--- src/rtl/v_mult_pkg.sv ---
// Shared constants and helpers for the multiply-add/subtract pipeline.
// Saturation values are sliced down to the instance's result width by the user.
`timescale 1ns/1ps
package v_mult_pkg;

    localparam int unsigned MinStages = 1;
    localparam int unsigned MaxStages = 4;

    // Widest result the saturation constants can cover.
    localparam int unsigned MaxRw = 64;

    localparam logic [MaxRw-1:0] SatOnes = {MaxRw{1'b1}};
    localparam logic [MaxRw-1:0] SatZero = {MaxRw{1'b0}};

    typedef enum logic {
        OpSub = 1'b0,
        OpAdd = 1'b1
    } op_e;

    function automatic logic stages_legal(input int unsigned n);
        return (n >= MinStages) && (n <= MaxStages);
    endfunction

endpackage

--- src/rtl/v_pipe_delay.sv ---
// Fixed-depth register delay line; every stage clears on asynchronous reset.
`timescale 1ns/1ps
module v_pipe_delay #(
    parameter int unsigned Width = 8,
    parameter int unsigned Depth = 2
) (
    input  logic             clk_i,
    input  logic             rst_ni,
    input  logic [Width-1:0] data_i,
    output logic [Width-1:0] data_o
);

    logic [Width-1:0] stage_q [Depth];

    always_ff @(posedge clk_i or negedge rst_ni) begin
        if (!rst_ni) begin
            for (int i = 0; i < Depth; i++) begin
                stage_q[i] <= '0;
            end
        end else begin
            stage_q[0] <= data_i;
            for (int i = 1; i < Depth; i++) begin
                stage_q[i] <= stage_q[i-1];
            end
        end
    end

    assign data_o = stage_q[Depth-1];

endmodule

--- src/rtl/v_mult_addsub_pipe.sv ---
// Pipelined unsigned multiply then add/subtract into a result/accumulator register.
// Define V_MULT_ADDSUB_SAT_EN to clamp RES on carry/borrow instead of wrapping.
`timescale 1ns/1ps
module v_mult_addsub_pipe
    import v_mult_pkg::*;
#(
    parameter int unsigned AW        = 8,
    parameter int unsigned BW        = 8,
    parameter int unsigned RW        = 16,
    parameter int unsigned IN_STAGES = 2
) (
    input  logic          clk,
    input  logic          rst_n,
    input  logic          in_valid,
    input  logic          add_sub,
    input  logic          accum,
    input  logic [AW-1:0] A,
    input  logic [BW-1:0] B,
    input  logic [RW-1:0] C,
    output logic          out_valid,
    output logic [RW-1:0] RES,
    output logic          ovf
);

    localparam int unsigned PW   = AW + BW;
    localparam int unsigned BusW = 3 + RW + PW;

    if (!stages_legal(IN_STAGES)) begin : g_bad_stages
        $error("IN_STAGES out of range");
    end
    if (RW < PW || RW > MaxRw) begin : g_bad_rw
        $error("RW must satisfy AW+BW <= RW <= MaxRw");
    end

    logic [BusW-1:0] bus_in;
    logic [BusW-1:0] bus_dly;

    // Control and data share one delay line so they cannot drift apart.
    assign bus_in = {in_valid, add_sub, accum, C, B, A};

    v_pipe_delay #(
        .Width (BusW),
        .Depth (IN_STAGES)
    ) u_delay (
        .clk_i  (clk),
        .rst_ni (rst_n),
        .data_i (bus_in),
        .data_o (bus_dly)
    );

    logic          vld_s;
    logic          add_sub_s;
    logic          accum_s;
    logic [RW-1:0] c_s;
    logic [BW-1:0] b_s;
    logic [AW-1:0] a_s;

    assign {vld_s, add_sub_s, accum_s, c_s, b_s, a_s} = bus_dly;

    logic [PW-1:0] prod;
    logic [RW:0]   prod_ext;
    logic [RW:0]   addend;
    logic [RW:0]   sum;
    logic [RW-1:0] res_next;

    logic [RW-1:0] res_q, res_d;
    logic          ovf_q, ovf_d;
    logic          out_valid_q, out_valid_d;

    assign prod     = a_s * b_s;
    assign prod_ext = {{(RW + 1 - PW){1'b0}}, prod};
    assign addend   = accum_s ? {1'b0, res_q} : {1'b0, c_s};
    assign sum      = (op_e'(add_sub_s) == OpAdd) ? (addend + prod_ext) : (addend - prod_ext);

    always_comb begin
        res_next = sum[RW-1:0];
`ifdef V_MULT_ADDSUB_SAT_EN
        if (sum[RW]) begin
            res_next = (op_e'(add_sub_s) == OpAdd) ? SatOnes[RW-1:0] : SatZero[RW-1:0];
        end
`endif
    end

    // Bubbles leave RES/ovf untouched so accumulation survives gaps.
    always_comb begin
        res_d       = res_q;
        ovf_d       = ovf_q;
        out_valid_d = vld_s;
        if (vld_s) begin
            res_d = res_next;
            ovf_d = sum[RW];
        end
    end

    always_ff @(posedge clk or negedge rst_n) begin
        if (!rst_n) begin
            res_q       <= '0;
            ovf_q       <= 1'b0;
            out_valid_q <= 1'b0;
        end else begin
            res_q       <= res_d;
            ovf_q       <= ovf_d;
            out_valid_q <= out_valid_d;
        end
    end

    assign RES       = res_q;
    assign ovf       = ovf_q;
    assign out_valid = out_valid_q;

endmodule

--- config.mk ---
export PLATFORM = sky130hd
export DESIGN_NAME = v_mult_addsub_pipe
export DESIGN_NICKNAME = d
export VERILOG_FILES = /design/src/rtl/v_mult_pkg.sv /design/src/rtl/v_pipe_delay.sv /design/src/rtl/v_mult_addsub_pipe.sv
export SDC_FILE = /design/constraint.sdc
export NUM_CORES = 1
export LEC_CHECK = 0
export BUFFER_PORTS_ARGS = -buffer_cell sky130_fd_sc_hd__buf_2
export CORE_ASPECT_RATIO = 0.6
export CORE_UTILIZATION = 30
export DETAILED_ROUTE_END_ITERATION = 8
export PLACE_DENSITY_LB_ADDON = 0.2
export SYNTH_ARGS = -nofsm -noshare
export SYNTH_HDL_FRONTEND = slang
export SYNTH_SLANG_ARGS = --single-unit
--- constraint.sdc ---
create_clock -name clk -period 8.8 [get_ports clk]
set_input_delay 0.44 -clock clk [delete_from_list [all_inputs] [get_ports clk]]
set_output_delay 0.44 -clock clk [all_outputs]
set_load 0.03 [all_outputs]
==> Word level (Yosys, flattened, before mapping) <==
Cells that the tools add are included.
{ "classes": {"add_sub_neg": 2, "mul": 1, "n_mux": 2} }
{ "op_table": {"columns": ["operator", "count"], "rows": [
  ["adder 16 x 16 -> 17 bit", 1],
  ["two-way mux 17 bit", 1],
  ["subtractor 16 x 16 -> 17 bit", 1],
  ["multiplier 8 x 8 -> 16 bit", 1],
  ["two-way mux 16 bit", 1]
]} }
{ "word_totals": {"ff_bits": 88, "out_inout_bits": 18} }

==> Depth between registers and ports, before layout <==
{ "depth": {"ltp_word": 3, "ltp_mapped": 26, "depth_no_buf": 26} }

==> Cells and area by module <==
Synthesis repeated with hierarchy kept, for this count alone.
{ "hier_totals": {"cells_unflattened": 575, "hier_area_um2": 6105.9} }
{ "modules_own_cells": {"columns": ["module", "n_inst", "cells_per_inst", "area_per_inst_um2", "seq_area_each_um2"], "rows": [
  ["v_mult_addsub_pipe", 1, 470, 4091.4, 450.4],
  ["v_pipe_delay", 1, 105, 2014.4, 1751.7]
]} }

==> Worst setup path after synthesis <==
No wires, ideal clock.
{ "synth_path": {"path_type": "register -> register", "startpoint": "register u_delay.stage_q (netlist bit u_delay.data_o[15])", "endpoint": "register ovf_q (netlist: ovf)", "setup_ps": 90, "arrival_time_ps": 5634, "path_slack_ps": 3076, "stages_incl_launch_ff": 25, "path_buffers": 0, "period_less_slack_ps": 5724, "path_cell_list": "dfrtp_1 -> nand2_1 -> fa_1 -> fa_1 -> inv_1 -> fa_1 -> inv_1 -> fa_1 -> inv_1 -> ha_1 -> a2111oi_0 -> o21ai_1 -> a31oi_2 -> xnor2_1 -> or2_1 -> nor4_4 -> nor2_1 -> xnor2_1 -> ha_1 -> inv_1 -> o21bai_1 -> a21oi_1 -> o31ai_1 -> a2111o_1 -> o2111ai_1"} }
{ "synth_via": {"elab_chain_len": 3, "elab_cells_between_ends": 4, "classes_between": "add/sub: 2; mul: 1; mux: 1"} }
{ "synth_lines": {"columns": ["element", "line", "text"], "rows": [
  ["start, declared", "v_pipe_delay.sv:13", "logic [Width-1:0] stage_q [Depth];"],
  ["start signal, assigned by index", "v_pipe_delay.sv:23", "stage_q[i] <= stage_q[i-1];"],
  ["multiplier 8 x 8 -> 16 bit (*)", "v_mult_addsub_pipe.sv:70", "assign prod = a_s * b_s;"],
  ["subtractor 16 x 16 -> 17 bit / adder 16 x 16 -> 17 bit (equally long branches)", "v_mult_addsub_pipe.sv:73", "assign sum = (op_e'(add_sub_s) == OpAdd) ? (addend + prod_ext) : (addend - prod_ext);"],
  ["two-way mux 17 bit (*)", "v_mult_addsub_pipe.sv:73", null],
  ["end signal, assigned", "v_mult_addsub_pipe.sv:102", "ovf_q <= ovf_d;"],
  ["end, declared", "v_mult_addsub_pipe.sv:67", "logic ovf_q, ovf_d;"]
]} }
Mark *: on every way between the ends. The rest lies on a longest branch, timed or not.
A chain may end at the register's enable or synchronous reset.

==> Final worst setup path <==
Same ends and word-level chain as after synthesis.

==> impl_metrics.ini <==
[run_status]
status = complete, no violations

[floorplan]
rows = 38
fp.dieH_um = 109
num_io_pins = 55
dieArea_sq_um = 19800
fp.coreArea_sq_um = 18400
initial_core_util = 0.313
dieWidth_um = 181

[route]
ant_nets = 0
drt_iter0_markers = 145
avgViaCountPerCell = 4.51
drt-wirelength-per-cell_um = 14.2
via_count = 3741
first_pass_iters = 4
routed_wl_mm = 11.8
drc = 0

[global_route]
track_usage = 0.134
grt_max_degree = 49
grt_pass1_wl_mm = 20.3
antenna_found_initial = 0
grt_overflow = 0
grt_pass1_vias = 3966

[critical_path]
path_cells = nand2_1, fa_1, fa_1, inv_1, fa_1, inv_1, fa_1, inv_1, ha_1, a2111oi_0, o21ai_1, nand3_1, nand3b_1, xor2_1, nor4_4, nor2_1, xnor2_1, ha_1, inv_1, o21bai_1, a21oi_1, o31ai_1, a2111o_1, o2111ai_1
end_kind = flip-flop
start_kind = flip-flop
slowest_stage = fa_1
cp_num_cells = 24
worstReg2RegEnd = ovf
slowest_delay_ns = 0.56
critPathArrivalTime_ns = 6.71
critPathTopFamily = adder cells
cp-startpoint = u_delay.data_o[15]
r2r_start = u_delay.data_o[15]
crit_buf_inv = 4
ff2ff_path_depth = 24
crit_path_max_fanout = 8
crit_end = ovf
critical_path_required_ns = 9.06
r2r_setup_slack_ns = 2.34
critPathKind = flip-flop to flip-flop

[timing]
fin_ws_ns = 2.34
tightest_slew_ns = 0.790
relSlewSlack = 0.473
fin_worst_skew_ns = 0.00577
max_clock_freq_mhz = 155
rsz0062_at_grt = no
fin_crit_sh = 0.734
finalMaxSlewViolations = 0
setup_viol = 0
setup_tns_ns = 0
hold_viol_final = 0
finalCriticalPeriod_ns = 6.46

[final_layout]
fill_cells = 1863
layout.nets = 712
drive_above_1_share = 0.183
final_cells = 830
diodes = 0
final_util = 0.360
stdcell_area_sq_um = 6620
syn_to_final_growth_pct = 15.1

[pwr]
clkPwrFrac = 0.169
power_switching_mw = 1.05
power.density_nw_per_um2 = 358
vdd_drop_max_v = 0.000161
p_comb_frac = 0.616
swShare = 0.442
seqPwrFrac = 0.215
power_leakage_nw = 3.15
p_int_mw = 1.32

[synthesis]
synth-edff-count = 0
synth_warnings = 0
synth_seq_area_share = 0.383
async_flop_share = 1.00
synth.largest_area_cell = dfrtp_1
ys_ff_latch = 88
synthCells = 526
synth_fp_nets = 653
synth_top_area_frac = 0.383
netlist_top_cells_area = dfrtp_1 38%, fa_1 13%, ha_1 12%
synth-main-ff-cell = dfrtp_1
synth_area_sq_um = 5750
ys_types = 45
syn_area_per_cell_sq_um = 10.9

[clock_network]
htreeDepth = 3
ctsResizeCount = 0
cts-buffers-inserted = 9
clock_sinks = 88
clock_tree.root_cell = clkbuf_16
clk_latency_ns = 0.35
holdBufCountCts = 0
cts_tree = built
cts.clk_slew.worst_paths_ns = 0.06
clk_path_buf_depth = 2
cts_setup_buffers = 0

[place]
post-dp-hpwl_mm = 9.28
placed_area_sq_um = 6310
port-buffer-count = 54
post-place-ws_ns = 2.44
place_inst = 814
gp_congestion = 0.834

[run]
cap_violations = 0

[worst_hold_path]
hp-class = primary input to async pin
[synthesized netlist by cell type, types with 2 or more instances]
library cell  instances
o31ai_1               4
dfrtp_1              88
o21bai_1              2
nand4_1               2
ha_1                 53
fa_1                 37
o21ai_1               5
clkbuf_1              7
a21oi_1              18
mux2_2               28
inv_1                63
nand2_1              24
a2111oi_0             2
a2111o_1              2
and2_1               56
nand3_1               8
o21a_1                4
a31oi_1               4
nor2_1               28
o211ai_1              2
nor3_1                8
or3_1                 3
nor2b_1               3
o21ai_0               9
a211oi_1              2
a211oi_2              2
xor2_1               11
and3_1                5
a21oi_2               3
a21o_1                4
xnor2_1              25
[cells by family (layout without fill, tap and decap cells)]
logic type,after synthesis,count (layout),share of synthesized area
xor+xnor,36,36,0.0548
mux,28,28,0.0548
fa+ha+maj,90,90,0.244
compound gates,68,68,0.0798
buf+inv,70,134,0.0457
flops,88,88,0.383
simple gates,146,146,0.138
[stage by stage]
stage	hold slack [ns]	total power [mW]
4_1_cts	0.0921	2.40
3_5_place_dp	0.335	1.98
6_report	0.0876	2.37
3_3_place_gp	0.333	1.95
2_1_floorplan	0.144	1.67
5_1_grt	0.114	2.60
[metal layers]
metal | global-route usage | vias to the layer above | wire length [um]
met5 | 0 | - | 0
met1 | 0.202 | 1797 | 6720
met2 | 0.181 | 77 | 4340
met4 | 0.0293 | 0 | 89
met3 | 0.0454 | 8 | 668
li1 | - | 1859 | -
[state kept, by name (all words and copies together) (netlist names)]
register,cells
RES,16
out_valid,1
ovf,1
u_delay.data_o,35
u_delay.stage_q,35
[power by group through the flow]
stage / Sequential, mW / Combinational (mW) / Clock, mW
after global placement: 0.519 / 1.43 / 0
after global routing: 0.519 / 1.64 / 0.435
after detailed placement: 0.519 / 1.46 / 0
after floorplan: 0.581 / 1.09 / 0
final: 0.510 / 1.46 / 0.400
after CTS: 0.511 / 1.47 / 0.419
[layout by cell type, fill, tap and decap left out, types with 3 or more instances in the layout]
| cell | count |
|---|---|
| nor3_1 | 8 |
| fa_1 | 37 |
| a21oi_1 | 18 |
| o21ai_1 | 5 |
| a31oi_1 | 4 |
| mux2_2 | 28 |
| o21ai_0 | 9 |
| a21o_1 | 4 |
| dfrtp_1 | 88 |
| a21oi_2 | 3 |
| xnor2_1 | 25 |
| inv_1 | 63 |
| ha_1 | 53 |
| nand3_1 | 8 |
| and2_1 | 56 |
| clkbuf_16 | 9 |
| nand2_1 | 24 |
| and3_1 | 5 |
| o31ai_1 | 4 |
| o21a_1 | 4 |
| or3_1 | 3 |
| nor2b_1 | 3 |
| buf_2 | 53 |
| nor2_1 | 28 |
| xor2_1 | 11 |
[layout make-up]
type	instances	area, sq um	share of cell area
Multi-Input combinational cell	368	3290	0.497
Sequential cell	88	2200	0.333
Tap cell	240	300	0.0453
Timing Repair Buffer	55	280	0.0423
Inverter	63	236	0.0357
Clock buffer	9	225	0.0340
Clock inverter	7	88.8	0.0134
[worst min path at each step]
stage | start | endpoint | slack (ns) | cells after the start
detailed placement | u_delay.stage_q[39] | u_delay.data_o[4] | 0.33 | 0
floorplan | rst_n | RES[0] | 0.14 | 0
finish | rst_n | u_delay.stage_q[49] | 0.09 | 1
CTS | rst_n | u_delay.stage_q[49] | 0.09 | 1
global route | rst_n | u_delay.stage_q[49] | 0.11 | 1
global placement | u_delay.stage_q[54] | u_delay.data_o[19] | 0.33 | 0
No activity file was read; power rests on OpenSTA's default activity.
